**src/rtl/booth_r4_seq_mult.sv**
```systemverilog
// Sequential radix-4 Booth multiplier, WIDTH x WIDTH -> 2*WIDTH, signed or unsigned per operation.
// Optional early termination when the remaining recode digits are all zero: BOOTH_EARLY_TERM_EN.
module booth_r4_seq_mult #(
  parameter int unsigned WIDTH = 8
) (
  input  logic               clk_i,
  input  logic               rst_ni,
  input  logic               start_i,
  input  logic               signed_mode_i,
  input  logic [WIDTH-1:0]   multiplicand_i,
  input  logic [WIDTH-1:0]   multiplier_i,
  output logic               busy_o,
  output logic               done_o,
  output logic [2*WIDTH-1:0] product_o
);

  localparam int unsigned ExtW     = WIDTH + 2;
  localparam int unsigned NumSteps = ExtW / 2;
  localparam int unsigned AccW     = 2 * ExtW;
  localparam int unsigned ProdW    = 2 * WIDTH;
  localparam int unsigned CntW     = $clog2(NumSteps + 1);

  typedef enum logic [1:0] {
    StIdle,
    StCalc,
    StDone
  } state_e;

  state_e              state_q, state_d;
  logic [ExtW-1:0]     a_q, a_d;
  logic [AccW-1:0]     acc_q, acc_d;
  logic                qm1_q, qm1_d;
  logic [CntW-1:0]     cnt_q, cnt_d;
  logic [ProdW-1:0]    product_q, product_d;

  logic [ExtW-1:0]     a_ext, b_ext;
  logic [ExtW:0]       mult;
  logic [ExtW:0]       sum;
  logic [AccW-1:0]     step_acc;

  always_comb begin
    a_ext = {{2{signed_mode_i & multiplicand_i[WIDTH-1]}}, multiplicand_i};
    b_ext = {{2{signed_mode_i & multiplier_i[WIDTH-1]}}, multiplier_i};
  end

  // Booth digit select on {m[1], m[0], q-1}; multiples are ExtW+1 bits, sign-extended.
  always_comb begin
    mult = '0;
    unique case ({acc_q[1:0], qm1_q})
      3'b001, 3'b010: mult = {a_q[ExtW-1], a_q};
      3'b011:         mult = {a_q, 1'b0};
      3'b100:         mult = -{a_q, 1'b0};
      3'b101, 3'b110: mult = -{a_q[ExtW-1], a_q};
      default:        mult = '0;
    endcase
  end

  // Add into the upper half, then arithmetic shift the whole accumulator right by two.
  always_comb begin
    sum      = {acc_q[AccW-1], acc_q[AccW-1:ExtW]} + mult;
    step_acc = {sum[ExtW], sum, acc_q[ExtW-1:2]};
  end

`ifdef BOOTH_EARLY_TERM_EN
  int                  et_rem;
  logic                et_all0, et_all1, et_hit;
  logic [AccW-1:0]     et_acc;

  // Remaining multiplier bits sit in acc_q[ExtW-1-2*cnt:0]; all-equal with q-1 means only +0 digits.
  always_comb begin
    et_rem  = int'(ExtW) - 2 * int'(cnt_q);
    et_all0 = ~qm1_q;
    et_all1 = qm1_q;
    for (int i = 0; i < int'(ExtW); i++) begin
      if (i < et_rem) begin
        et_all0 = et_all0 & ~acc_q[i];
        et_all1 = et_all1 & acc_q[i];
      end
    end
    et_hit = et_all0 | et_all1;
    et_acc = $signed(acc_q) >>> (2 * (int'(NumSteps) - int'(cnt_q)));
  end
`endif

  always_comb begin
    state_d   = state_q;
    a_d       = a_q;
    acc_d     = acc_q;
    qm1_d     = qm1_q;
    cnt_d     = cnt_q;
    product_d = product_q;
    unique case (state_q)
      StIdle: begin
        if (start_i) begin
          a_d     = a_ext;
          acc_d   = {{ExtW{1'b0}}, b_ext};
          qm1_d   = 1'b0;
          cnt_d   = '0;
          state_d = StCalc;
        end
      end
      StCalc: begin
`ifdef BOOTH_EARLY_TERM_EN
        if (et_hit) begin
          acc_d     = et_acc;
          product_d = et_acc[ProdW-1:0];
          state_d   = StDone;
        end else begin
`else
        begin
`endif
          acc_d = step_acc;
          qm1_d = acc_q[1];
          cnt_d = cnt_q + 1'b1;
          if (cnt_q == CntW'(NumSteps - 1)) begin
            product_d = step_acc[ProdW-1:0];
            state_d   = StDone;
          end
        end
      end
      StDone:  state_d = StIdle;
      default: state_d = StIdle;
    endcase
  end

  always_ff @(posedge clk_i or negedge rst_ni) begin
    if (!rst_ni) begin
      state_q   <= StIdle;
      a_q       <= '0;
      acc_q     <= '0;
      qm1_q     <= 1'b0;
      cnt_q     <= '0;
      product_q <= '0;
    end else begin
      state_q   <= state_d;
      a_q       <= a_d;
      acc_q     <= acc_d;
      qm1_q     <= qm1_d;
      cnt_q     <= cnt_d;
      product_q <= product_d;
    end
  end

  assign busy_o    = (state_q != StIdle);
  assign done_o    = (state_q == StDone);
  assign product_o = product_q;

endmodule

```
**config.mk**
```make
export PLATFORM = sky130hd
export DESIGN_NAME = booth_r4_seq_mult
export DESIGN_NICKNAME = d
export VERILOG_FILES = /design/src/rtl/booth_r4_seq_mult.sv
export SDC_FILE = /design/constraint.sdc
export NUM_CORES = 1
export LEC_CHECK = 0
export CAP_MARGIN = 10
export CORE_MARGIN = 10
export CORE_UTILIZATION = 56
export DETAILED_ROUTE_END_ITERATION = 12
export GPL_ROUTABILITY_DRIVEN = 1
export PLACE_DENSITY = 0.91
export SLEW_MARGIN = 20
export SYNTH_ARGS = -nofsm -noshare
export SYNTH_HDL_FRONTEND = slang
export SYNTH_SLANG_ARGS = --single-unit
export TNS_END_PERCENT = 10
```
**constraint.sdc**
```tcl
create_clock -name clk_i -period 4.36 [get_ports clk_i]
set_input_delay 0.872 -clock clk_i [delete_from_list [all_inputs] [get_ports clk_i]]
set_output_delay 0.872 -clock clk_i [all_outputs]
set_load 0.1 [all_outputs]
```
After elaboration in Yosys (flattened, before gate mapping)
Index checks and enable logic that the tools add are counted.
{ "word_totals": {"register_bits": 51, "in_bits": 20, "output_inout_bits": 18} }
{ "classes": {"add_sub_neg": 4, "n_eq_ne": 11, "muxes": 10, "bitwise": 2, "n_reduce_logical": 9} }
{ "ops": {"columns": ["cell", "count"], "rows": [
  ["one-hot mux 11 bit (4 select lines)", 1],
  ["one-hot mux 20 bit (2 select lines)", 1],
  ["negator 11 bit", 2],
  ["two-way mux 20 bit", 1],
  ["== test 3 bit (second input constant)", 4],
  ["adder 11 bit", 1],
  ["AND reduction 2 bit", 4],
  ["== test 3 x 2 -> 1 bit (second input constant)", 2],
  ["one-hot mux 3 bit (2 select lines)", 1],
  ["two-way mux 2 bit", 2],
  ["inequality test 2 bit (second input constant)", 2],
  ["one-hot mux 2 bit (2 select lines)", 1],
  ["nonzero test 2 bit", 2],
  ["OR reduction 2 bit", 2],
  ["adder 3 x 1 -> 3 bit (second input constant)", 1],
  ["== test 3 x 1 -> 1 bit (second input constant)", 1],
  ["two-way mux 3 bit", 1],
  ["AND 1 bit", 2],
  ["== test 2 x 1 -> 1 bit (second input constant)", 1],
  ["== test 2 bit (second input constant)", 1],
  ["zero test 2 bit", 1],
  ["one-hot mux 1 bit (2 select lines)", 1],
  ["two-way mux 1 bit", 1]
]} }

Depth between registers and ports, before layout
Gate-level depths: netlist of the first run.
{ "depth": {"depth_word": 5, "mapped_depth": 15, "depth_no_buf": 15} }

Least setup slack after synthesis of the first run
No wires, ideal clock.
{ "synth_timing": {"path_type": "register to register", "from": "register a_q[1]", "to": "register acc_q[18]", "setup_ns": 0.080, "arrival_time_ns": 3.230, "slack_ns": 1.050, "stages_incl_launch_ff": 16, "n_path_buf": 0, "cell_sequence": "dfrtp_1 inv_1 ha_1 or4b_1 o21ai_0 xor2_1 o32ai_1 nand2_1 o311ai_0 ha_1 a2111oi_0 o21ai_0 a41oi_1 o21ai_0 and2_1 o211ai_2"} }
{ "synth_between": {"elab_chain_len": 4} }
{ "synth_lines": {"columns": ["item", "line_no", "source"], "rows": [
  ["start, declared", "30", "logic [ExtW-1:0] a_q, a_d;"],
  ["start signal, assigned", "129", "a_q <= '0;"],
  ["start signal, assigned", "136", "a_q <= a_d;"],
  ["negator 11 bit (on tied branches)", "53, 52", null],
  ["one-hot mux 11 bit (4 select lines) *", "49", "unique case ({acc_q[1:0], qm1_q})"],
  ["adder 11 bit *", "60", "sum = {acc_q[AccW-1], acc_q[AccW-1:ExtW]} + mult;"],
  ["one-hot mux 20 bit (2 select lines) *", "92", "unique case (state_q)"],
  ["end signal, assigned", "130", "acc_q <= '0;"],
  ["end signal, assigned", "137", "acc_q <= acc_d;"],
  ["end, declared", "31", "logic [AccW-1:0] acc_q, acc_d;"]
]} }
Every way passes the cells marked *; elsewhere a longest branch is shown, timed or not.
A chain may end at the register's enable or synchronous reset.

Worst setup path in the final report of the first run
{ "layout_timing": {"from": "register a_q[0]", "to": "register acc_q[18]"} }
Same word-level chain as after synthesis.

==> impl_metrics.csv, run 1 <==
group,metric,value,unit
critical_path,rrSetupSlack,0.39,ns
grt,grt_antenna_before_repair,0,
route,drtPass1Iterations,5,
logic_synthesis,async_flop_share,1.00,
floorplan,num_rows,26,
timing,fin_hold_ws,0.496,ns
critical_path,cp-startpoint,"a_q[0]$_DFFE_PN0P_",
grt,grt.total_usage,0.172,
route,drtAntennaViolNets,0,
clocking,cts-resized-gates,0,
grt,gr-total-overflow,0,
critical_path,crit_required,4.60,ns
place,hpwl,5320,um
critical_path,reg2reg_from,"a_q[0]$_DFFE_PN0P_",
flow_run,maxCapViolCount,0,
cells_and_area,multi_input_area,0.00164,sq mm
logic_synthesis,syn-instance-count,325,
logic_synthesis,synth_top_area_share,0.414,
logic_synthesis,ys_seq_area_frac,0.414,
cells_and_area,seqCellArea,0.00125,sq mm
floorplan,core_area,0.00517,sq mm
clocking,path_clk_slew,0.10,ns
route,drtIter0Drc,304,
clocking,cts_tree,"yes",
cells_and_area,finalNetCount,385,
logic_synthesis,ys_warn_count,0,
floorplan,fp.dieH,93.5,um
logic_synthesis,avgSynthCellArea,9.30,sq um
clocking,holdBufCountCts,0,
route,drc,0,
logic_synthesis,synth.most_common_cell,"dfrtp_1",
cells_and_area,area_growth,16.6,%
logic_synthesis,syn_nets,359,
clocking,postCtsSetupBuffers,0,
logic_synthesis,ys_types,51,
route,vias,2596,
timing,setup_viol,0,
clocking,cts_sinks,50,
floorplan,die-area,0.00874,sq mm
logic_synthesis,netlist_top_cells_count,"dfrtp_1, nand2_1, o21ai_0",
logic_synthesis,synth_seq_cells,50,
logic_synthesis,synth_edf_count,0,
route,wl_per_cell,17.5,um
critical_path,worst_setup_path_start_kind,"register",
timing,drv_slew,0,
hold_path,hold_class,"reg2reg",
clocking,cts.path.max_buffers,2,
logic_synthesis,netlist_top_cells_area,"dfrtp_1, mux2_2, nand2_1",
grt,grt_pass1_vias,2519,
timing,max_freq,0.252,GHz
grt,grt_max_degree,51,
place,numPortBuffers,37,
logic_synthesis,yosysTopAreaCell,"dfrtp_1",
cells_and_area,antenna_cells,0,
timing,fin_skew,0.0125,ns
timing,period_minus_slack,3.97,ns
cells_and_area,drive_above_1_share,0.102,
critical_path,arrival,4.21,ns
logic_synthesis,synth.cell_area,0.00302,sq mm
route,drt-vias-per-instance,6.15,
critical_path,worstPathMaxFanout,5,
critical_path,setup.worst_path.end_class,"register",
floorplan,start_util,0.584,
floorplan,die_w,93.5,um
grt,grt_first_pass_wirelength,12500,um
critical_path,path_class,"reg2reg",
floorplan,ios,38,
timing,setup_tns,0,ns
logic_synthesis,synth_ff_type,"dfrtp_1",
clocking,numCtsBuffers,5,
cells_and_area,fillers,384,
timing,slew_headroom,0.325,
status,status,"finished clean",
clocking,insertion_delay,0.31,ns
clocking,htreeDepth,2,
hold_path,min-delay-start,"product_o[14]$_DFFE_PN0P_",
timing,fin_crit_sh,0.911,
timing,rsz0062_at_grt,"false",
place,place_congestion,0.882,
timing,worst_pin_slew,1.01,ns
clocking,cts_root_buffer,"clkbuf_8",
timing,hold_viol,0,
route,wl,7370,um
==> routing by layer <==
| layer | up-vias | share of wire | wire length (um) | GRT usage |
|---|---|---|---|---|
| met3 | 9 | 0.066 | 485 | 0.0392 |
| met4 | 0 | 0.0083 | 61 | 0.0321 |
| met2 | 94 | 0.50 | 3700 | 0.288 |
| met5 | - | 0 | 0 | 0 |
| li1 | 1217 | - | - | - |
| met1 | 1276 | 0.42 | 3130 | 0.224 |
==> registers in the layout, indices dropped and copies added, names as in the netlist <==
signal,cells
acc_q,19
product_o,16
a_q,9
cnt_q,3
state_q,2
qm1_q,1
==> critical path, stage by stage (launching register included) <==
cell	delay, ns
dfrtp_1	0.42
inv_1	0.10
ha_1	0.23
or4b_1	0.53
o21ai_0	0.26
xor2_1	0.22
o32ai_1	0.12
nand2_1	0.09
o311ai_0	0.18
ha_1	0.29
a2111oi_0	0.48
o21ai_0	0.20
a41oi_1	0.28
o21ai_0	0.15
and2_1	0.18
o211ai_2	0.16
==> placed cells by master, fill, tap and decap left out, types with 3 or more instances in the layout <==
cell	n
xnor2_1	7
o22ai_1	7
a221oi_1	5
ha_1	13
o31ai_1	3
nor3_1	3
o21ai_0	32
o21bai_1	3
mux2i_1	8
a31oi_1	3
xor2_1	9
dfrtp_1	50
buf_4	4
nor2b_1	3
inv_1	9
a21o_1	4
and2_1	4
nand2b_1	7
or2_2	3
mux2_2	16
clkbuf_8	5
nand3_1	7
clkdlybuf4s50_1	36
nand2_1	48
nor2_1	13
a21oi_1	17
==> kinds of logic after synthesis <==
kind of cell    count (synthesis)  share of synthesized area
xor+xnor                       16                     0.0464
simple gates                   99                      0.157
flops                          50                      0.414
mux                            24                     0.0861
compound gates                 91                      0.192
fa+ha+maj                      14                     0.0604
buf+inv                        31                     0.0443
==> final timing paths <==
path | endpoint | cells past startpoint
setup reg to reg | acc_q[18]$_DFFE_PN0P_ | 15
hold / removal | product_o[14]$_DFFE_PN0P_ | 2
setup / recovery | acc_q[18]$_DFFE_PN0P_ | 15
min in group asynchronous | product_o[8]$_DFFE_PN0P_ | 1
hold reg to reg | product_o[14]$_DFFE_PN0P_ | 2
max in group asynchronous | a_q[7]$_DFFE_PN0P_ | 1
==> stage by stage <==
stage	instance area, sq um	utilization	cells	setup slack, ns
CTS	3520	0.681	422	0.490
global route	3520	0.681	422	0.254
finish	3520	0.681	422	0.390
global placement	3400	0.658	414	0.866
detailed placement	3400	0.658	414	0.491
floorplan	3020	-	325	1.05
==> area by class of cell <==
class,instances,share of cell area
inverters,10,0.0106
flip-flops and latches,50,0.355
well taps,70,0.0248
clock inverters,3,0.0138
clock buffers,5,0.0195
repair buffers,40,0.111
multi-input cells,244,0.465
Power of run 1 is left out: the tool's default activity adds up to more than one toggle a clock period on the data nets, which glitch-free logic cannot reach.
==> run 2: changes to the inputs <==
--- a/config.mk
+++ b/config.mk
@@ -10,6 +10,7 @@
 export CORE_UTILIZATION = 56
 export DETAILED_ROUTE_END_ITERATION = 12
 export GPL_ROUTABILITY_DRIVEN = 1
+export GPL_TIMING_DRIVEN = 0
 export PLACE_DENSITY = 0.91
 export SLEW_MARGIN = 20
 export SYNTH_ARGS = -nofsm -noshare
==> impl_metrics.csv, run 2 (same netlist as run 1, synthesis figures left out) <==
group,metric,value,unit
critical_path,arrival,4.28,ns
place,dp.cells,433,
cells_and_area,drive_above_1_share,0.0973,
place,numPortBuffers,37,
cells_and_area,antenna_cells,0,
route,drtPass1Iterations,5,
critical_path,worst_setup_path_start_kind,"register",
critical_path,crit_required,4.59,ns
route,drtIter0Drc,226,
clocking,holdBufCountCts,0,
hold_path,hold_class,"reg2reg",
timing,setup_viol,0,
route,drtAntennaViolNets,0,
critical_path,critPathTopFamily,"compound AO/OA/AOI/OAI gates",
critical_path,rrSetupSlack,0.31,ns
floorplan,core_area,0.00517,sq mm
place,place_congestion,0.940,
cells_and_area,final_common_cell,"dfrtp_1",
critical_path,path_class,"reg2reg",
grt,grt_max_degree,28,
status,status,"finished clean",
grt,grt_antenna_before_repair,0,
grt,grt_pass1_vias,2645,
critical_path,crit_path_cell_trace,"inv_1 -> ha_1 -> or4b_1 -> o21ai_0 -> xor2_1 -> o32ai_1 -> nand2_1 -> o311ai_0 -> ha_1 -> a2111oi_1 -> o21ai_0 -> a41oi_2 -> o21ai_0 -> and2_1 -> o211ai_2",
floorplan,fp.dieH,93.5,um
floorplan,ios,38,
timing,slew_headroom,0.335,
route,drt-vias-per-instance,6.03,
critical_path,worstPathMaxFanout,5,
floorplan,num_rows,26,
clocking,path_clk_slew,0.09,ns
flow_run,maxCapViolCount,0,
timing,drv_slew,0,
clocking,cts_sinks,50,
timing,hold_viol,0,
critical_path,setup.worst_path.end_class,"register",
critical_path,slowest_stage,"or4b_1",
route,wl_per_cell,17.5,um
cells_and_area,layout_common_cells,"dfrtp_1, nand2_1, clkdlybuf4s50_1",
clocking,cts_root_buffer,"clkbuf_8",
timing,max_freq,0.247,GHz
timing,worst_pin_slew,0.995,ns
floorplan,start_util,0.584,
route,drc,0,
critical_path,max_stage_delay,0.54,ns
cells_and_area,finalNetCount,404,
timing,setup_tns,0,ns
timing,rsz0062_at_grt,"false",
timing,period_minus_slack,4.05,ns
floorplan,die-area,0.00874,sq mm
clocking,cts_tree,"yes",
route,vias,2653,
clocking,insertion_delay,0.30,ns
clocking,numCtsBuffers,5,
grt,grt.total_usage,0.181,
critical_path,path_buf_inv,1,
floorplan,die_w,93.5,um
cells_and_area,regMostFlops,"acc_q",
critical_path,cpMostUsedCell,"o21ai_0",
route,wl,7700,um
clocking,htreeDepth,2,
clocking,cts.path.max_buffers,2,
cells_and_area,largest_reg_flops,19,
grt,gr-total-overflow,0,
timing,fin_crit_sh,0.928,
cells_and_area,final_cells,440,
place,hpwl,5770,um
timing,fin_skew,0.00406,ns
cells_and_area,area_growth,18.8,%
grt,grt_first_pass_wirelength,12900,um
run 2: changes by cell type in the layout (fill, tap and decap cells not counted), sizes merged:
cell	before	now
buf	4	7
bufinv	1	0
clkbuf	5	22
inv	10	9
run 2: layer usage:
metal  share of wire  up-vias  GRT usage
met1            0.40     1263      0.222
met4           0.017        0     0.0476
met5               0        -          0
li1                -     1256          -
met2            0.51      120      0.306
met3           0.076       14     0.0488
run 2: final cells by class:
type	count	area [sq um]
flip-flops and latches	50	1250
clock buffers	6	72.6
plain buffers	21	96.3
well taps	70	87.6
fillers	403	1580
inverters	10	37.5
repair buffers	38	393
clock inverters	1	7.51
multi-input cells	244	1650
run 2: worst reg2reg max path: cells and delay by family, from the launching register on:
kind                     cells  cell delay, ns
AO/OA/AOI/OAI                8            1.86
XOR/XNOR                     1            0.21
buffers and inverters        1            0.12
adder cells (fa/ha/maj)      2            0.53
AND/OR/NAND/NOR              3            0.80
flip-flops                   1            0.45
run 2: path summary, 6_finish.rpt:
| kind | start | to | cells past startpoint |
|---|---|---|---|
| max in group asynchronous | rst_ni | product_o[0]$_DFFE_PN0P_ | 2 |
| hold / removal | product_o[15]$_DFFE_PN0P_ | product_o[15]$_DFFE_PN0P_ | 2 |
| min in group asynchronous | rst_ni | product_o[14]$_DFFE_PN0P_ | 1 |
| setup / recovery | a_q[1]$_DFFE_PN0P_ | acc_q[18]$_DFFE_PN0P_ | 15 |
| setup reg to reg | a_q[1]$_DFFE_PN0P_ | acc_q[18]$_DFFE_PN0P_ | 15 |
| hold reg to reg | product_o[15]$_DFFE_PN0P_ | product_o[15]$_DFFE_PN0P_ | 2 |
run 2: what timing repair did:
action	in CTS	in global routing
buffers inserted	0	0
endpoints found under the hold margin	0	0
setup endpoints to repair	0	1
resized for setup	0	2
run 2: per-stage QoR:
stage / util / setup WS [ns] / instance area, sq um / hold WS [ns]
2_1_floorplan: - / 1.05 / 3020 / 0.456
3_3_place_gp: 0.673 / 0.692 / 3480 / 0.464
3_5_place_dp: 0.677 / 0.594 / 3500 / 0.470
4_1_cts: 0.693 / 0.321 / 3580 / 0.490
5_1_grt: 0.694 / 0.0442 / 3590 / 0.520
6_report: 0.694 / 0.314 / 3590 / 0.483
Power of run 2 is left out for the same reason.
